==> src/rtl/fetch_pc_ctrl.sv <==
// Front-end PC generator: one-outstanding fetch sequencer toward imem, valid/ready
// presentation to regD, and redirect handling that squashes stale in-flight responses.
`timescale 1ns/1ps
module fetch_pc_ctrl #(
  parameter logic [63:0] RESET_PC = 64'h0000_0000_8000_0000,
  parameter int          INSTR_W  = 32
) (
  input  logic               clk,
  input  logic               rst,
  input  logic               execute_i_need_jump,
  input  logic [63:0]        execute_i_pre_pc,
  output logic               imem_o_req,
  output logic [63:0]        imem_o_addr,
  input  logic               imem_i_gnt,
  input  logic               imem_i_rvalid,
  input  logic [INSTR_W-1:0] imem_i_rdata,
  output logic               fetch_o_valid,
  output logic [63:0]        fetch_o_pc,
  output logic [INSTR_W-1:0] fetch_o_instr,
  output logic [63:0]        fetch_o_pre_pc,
  input  logic               fetch_i_ready,
  output logic               fetch_o_flush
);

  typedef enum logic [1:0] {REQ, WAIT, HOLD, DROP} state_e;

  state_e             state_q, state_d;
  logic [63:0]        pc_q, pc_d;
  logic               alive_q;
  logic               vld_q, vld_d;
  logic [63:0]        opc_q, opc_d;
  logic [INSTR_W-1:0] oinstr_q, oinstr_d;
  logic [63:0]        opre_q, opre_d;
  logic               req;
  logic               load;
  logic               in_flight;

  always_comb begin
    state_d   = state_q;
    pc_d      = pc_q;
    vld_d     = vld_q;
    opc_d     = opc_q;
    oinstr_d  = oinstr_q;
    opre_d    = opre_q;
    req       = 1'b0;
    load      = 1'b0;
    in_flight = 1'b0;

    case (state_q)
      REQ: begin
        // alive_q keeps the request low for the first cycle out of reset
        req = alive_q;
        if (alive_q && imem_i_gnt) state_d = WAIT;
      end
      WAIT: begin
        if (imem_i_rvalid) begin
          load    = 1'b1;
          state_d = HOLD;
        end
      end
      HOLD: begin
        // Next fetch is issued in the same cycle the presented word is taken
        if (fetch_i_ready) begin
          req     = 1'b1;
          vld_d   = 1'b0;
          state_d = imem_i_gnt ? WAIT : REQ;
        end
      end
      DROP: begin
        if (imem_i_rvalid) state_d = REQ;
      end
      default: state_d = REQ;
    endcase

    if (load && !execute_i_need_jump) begin
      vld_d    = 1'b1;
      opc_d    = pc_q;
      oinstr_d = imem_i_rdata;
      opre_d   = pc_q + 64'd4;
      pc_d     = pc_q + 64'd4;
    end

    in_flight = (req && imem_i_gnt) ||
                (((state_q == WAIT) || (state_q == DROP)) && !imem_i_rvalid);

    if (execute_i_need_jump) begin
      pc_d    = execute_i_pre_pc & ~64'h3;
      vld_d   = 1'b0;
      state_d = in_flight ? DROP : REQ;
    end
  end

  always_ff @(posedge clk) begin
    if (rst) begin
      state_q  <= REQ;
      pc_q     <= RESET_PC;
      alive_q  <= 1'b0;
      vld_q    <= 1'b0;
      opc_q    <= '0;
      oinstr_q <= '0;
      opre_q   <= '0;
    end else begin
      state_q  <= state_d;
      pc_q     <= pc_d;
      alive_q  <= 1'b1;
      vld_q    <= vld_d;
      opc_q    <= opc_d;
      oinstr_q <= oinstr_d;
      opre_q   <= opre_d;
    end
  end

  assign imem_o_req     = req;
  assign imem_o_addr    = pc_q;
  assign fetch_o_valid  = vld_q;
  assign fetch_o_pc     = opc_q;
  assign fetch_o_instr  = oinstr_q;
  assign fetch_o_pre_pc = opre_q;
  assign fetch_o_flush  = execute_i_need_jump && !rst;

endmodule

==> config.mk <==
export PLATFORM = sky130hd
export DESIGN_NAME = fetch_pc_ctrl
export DESIGN_NICKNAME = d
export VERILOG_FILES = /design/src/rtl/fetch_pc_ctrl.sv
export SDC_FILE = /design/constraint.sdc
export NUM_CORES = 1
export LEC_CHECK = 0
export ABC_CLOCK_PERIOD_IN_PS = 3200
export BUFFER_PORTS_ARGS = -buffer_cell sky130_fd_sc_hd__buf_2
export CAP_MARGIN = 20
export CORE_MARGIN = 5
export CORE_UTILIZATION = 52
export DETAILED_ROUTE_END_ITERATION = 6
export PLACE_DENSITY = 0.82
export SLEW_MARGIN = 40
export SYNTH_ARGS = -nofsm -noshare
export SYNTH_HDL_FRONTEND = slang
export SYNTH_SLANG_ARGS = --single-unit
export TNS_END_PERCENT = 1
==> constraint.sdc <==
create_clock -name clk -period 3.2 [get_ports clk]
set_input_delay 0.32 -clock clk [delete_from_list [all_inputs] [get_ports clk]]
set_output_delay 0.32 -clock clk [all_outputs]
set_load 0.005 [all_outputs]
==> reports/summary.txt <==
Worst path depth - 5
Initial Util - 0.5241
most used cell, CP - or4_1
wire per inst - 19.34 um
mapped cell area - 10500 um^2
pre-CTS WS - 0.4109 ns
Setup Fix Bufs, Post-CTS - 0
total CTS buffers - 24
most frequent cells in the layout - 319 x buf_2, 241 x nand2_1, 222 x dfxtp_1
vias in the first global route - 10.52k
Reg power frac - 0.472
NetSw - 1.621 mW
Non-Filler Instances - 1900
R2R depth - 5
critical path data arrival time - 3.30 ns
H-tree levels - 1
final instance area - 13100 um^2
Core Util, Final - 0.6538
type of destination of the critical path - flip-flop
LEAKAGE - 5.184 nW
initial antenna violation count - 9
First DRT Iteration DRCs - 1444
Reg clk slew, reported paths - 0.06 ns
CTS max path bufs - 3
# DRC - 1
clk sink count - 222
r2r endpoint - imem_o_addr[61]
critical path's largest stage delay - 0.64 ns
CP Buf/Inv Count - 0
gpl congestion - 0.9499
area delta synth->final - 24.76%
worst-margin pin slew - 0.8091 ns
Final Worst Setup Slack - 0.3168 ns
Yosys reg bits - 222
sw frac - 0.2565
die area - 23140 um^2
period utilization - 0.9010
combinational share of power - 0.092
Max Slew Vio Count - 0
reg2reg start - imem_o_addr[15]
Worst Clk Skew - 0.01900 ns
slew margin rel. - 0.4606
Cell Area, Placed - 12310 um^2
hold wc startpoint - execute_i_pre_pc[12]
final count of negative-setup-slack endpoints - 0
Synth Instances - 1345
die height - 152.1 um
async set-reset flop share out of synthesis - 0
Peak VDD IR - 0.0004375 V
IO buf count - 320
sequential element share of the synthesized area - 0.4232
CTS resizes - 0
core area - 20040 um^2
largest net degree at the start of global routing - 178
Synth cell types - 57
hold_ws - 0.01397 ns
peak fanout along the critical path - 11
failing checks - design-rule violations
Int Pwr - 4.698 mW
post-route setup TNS - 0 ns
Post-Synthesis Mean Instance Area - 7.809 um^2
Max Freq - 346.8 MHz
vias per cell - 5.946
GRT Total Usage - 0.2984
DRT antenna net count - 0
grt total ovfl - 0
Clock Tree Root - clkbuf_16
row count - 52
Ys Warns - 0
fin crit period - 2.883 ns
slowest cell on the critical path - or4_1
# hold bufs at CTS - 0
WL final - 36740 um
vias after detailed routing - 11.30k
MaxCap Viol Count - 0
Post-synth EDFFs - 0
status - finished, violations left
crit path cell chain - nand4_4 > or4_1 > or3_1 > or4_1 > a311oi_1
most common cell after layout, fill and taps aside - buf_2
Pwr Total - 6.319 mW
top_reg_cell synth - dfxtp_1
DR pass1 iterations - 7
CTS tree - done
IO Count - 329
RSZ-0062 raised after global routing - false
dpl hpwl - 25820 um
Crit Path Category - flip-flop to flip-flop
worst hold path class - input port to flip-flop
CP delay by family, top - simple AND/OR/NAND/NOR gates
clock power share - 0.436
clk_lat worst skew - 0.53 ns
Setup crit end - imem_o_addr[61]
Hold Vio Cnt, Final - 0
CP Launch Type - flip-flop
Worst Setup SP - imem_o_addr[15]
DP Cell Count - 1852
Nets - 1711
setup slack, reg-to-reg - 0.32 ns
layout cells sized above 1 - 0.2623
pwr/cell area - 482.3 nW/um^2
global-route wire length before repair - 57400 um
Worst Path Required - 3.62 ns
die width - 152.1 um
[sequential cells by signal, summed over array words and instances (netlist names)]
signal and cells:
fetch_o_valid 1, fetch_o_pc 62, alive_q 1, fetch_o_pre_pc 62, fetch_o_instr 32, imem_o_addr 62
state_q 2
[worst min path at each step]
| stage | end | slack (ns) | depth (start not counted) |
|---|---|---|---|
| 2_1_floorplan | imem_o_addr[36] | 0.43 | 2 |
| 3_3_place_gp | fetch_o_instr[7] | 0.44 | 2 |
| 3_5_place_dp | fetch_o_pc[22] | 0.44 | 2 |
| 4_1_cts | imem_o_addr[12] | 0.004 | 2 |
| 5_1_grt | imem_o_addr[12] | 0.01 | 2 |
| 6_report | imem_o_addr[12] | 0.01 | 2 |
[layout make-up]
type                            instances  area (um^2)
Antenna cell                            6        15.01
Clock buffer                           32        691.9
Clock inverter                         10        87.58
Fill cell                            1733         6937
Inverter                               11        41.29
Multi-Input combinational cell        977         5461
Sequential cell                       222         4444
Tap cell                              270        337.8
Timing Repair Buffer                  372         2023
[Yosys cell counts, drive strengths merged (3+ instances only)]
cell,instances,share of area
a2111oi,7,0.0058
a211oi,44,0.031
a21oi,118,0.056
a311oi,21,0.018
a31oi,13,0.0077
and2,4,0.0024
and3,8,0.0048
and4,12,0.010
buf,43,0.022
clkbuf,97,0.035
dfxtp,222,0.42
inv,10,0.0036
mux2i,9,0.0086
nand2,242,0.086
nand3,35,0.018
nand3b,4,0.0029
nand4,51,0.032
nor2,105,0.038
nor3,44,0.021
nor3b,5,0.0036
nor4,32,0.021
nor4b,5,0.0042
o211a,4,0.0038
o21a,5,0.0036
o21ai,65,0.031
o31ai,3,0.0021
or2,3,0.0018
or3,30,0.018
or4,10,0.0071
xnor2,41,0.034
xor2,27,0.023
[layer usage]
layer | up-vias | wire, um | GRT usage
met5 | - | 40 | 0
met4 | 6 | 1678 | 0.1336
met3 | 143 | 4004 | 0.08106
met2 | 658 | 16780 | 0.4765
met1 | 5191 | 14230 | 0.3789
li1 | 5299 | - | -
[power groups by stage]
| stage | combinational, mW | sequential [mW] | clock (mW) |
|---|---|---|---|
| after detailed placement | 0.572 | 3.04 | 0 |
| after global routing | 0.634 | 2.99 | 2.93 |
| after floorplan | 0.349 | 2.98 | 0 |
| after CTS | 0.577 | 2.98 | 2.79 |
| final | 0.584 | 2.98 | 2.75 |
| after global placement | 0.564 | 3.03 | 0 |
[kinds of logic after synthesis]
kind of cell / after synthesis / share of synthesized area
muxes: 11 / 0.01072
adders and majority gates: 1 / 0.001191
AOI/OAI and AO/OA: 290 / 0.1679
xor gates and xnor gates: 68 / 0.05671
DFF: 222 / 0.4232
other: 1 / 0.0003571
buffers and inverters: 151 / 0.06076
and+or+nand+nor: 601 / 0.2792
(Power assumes the default switching activity.)
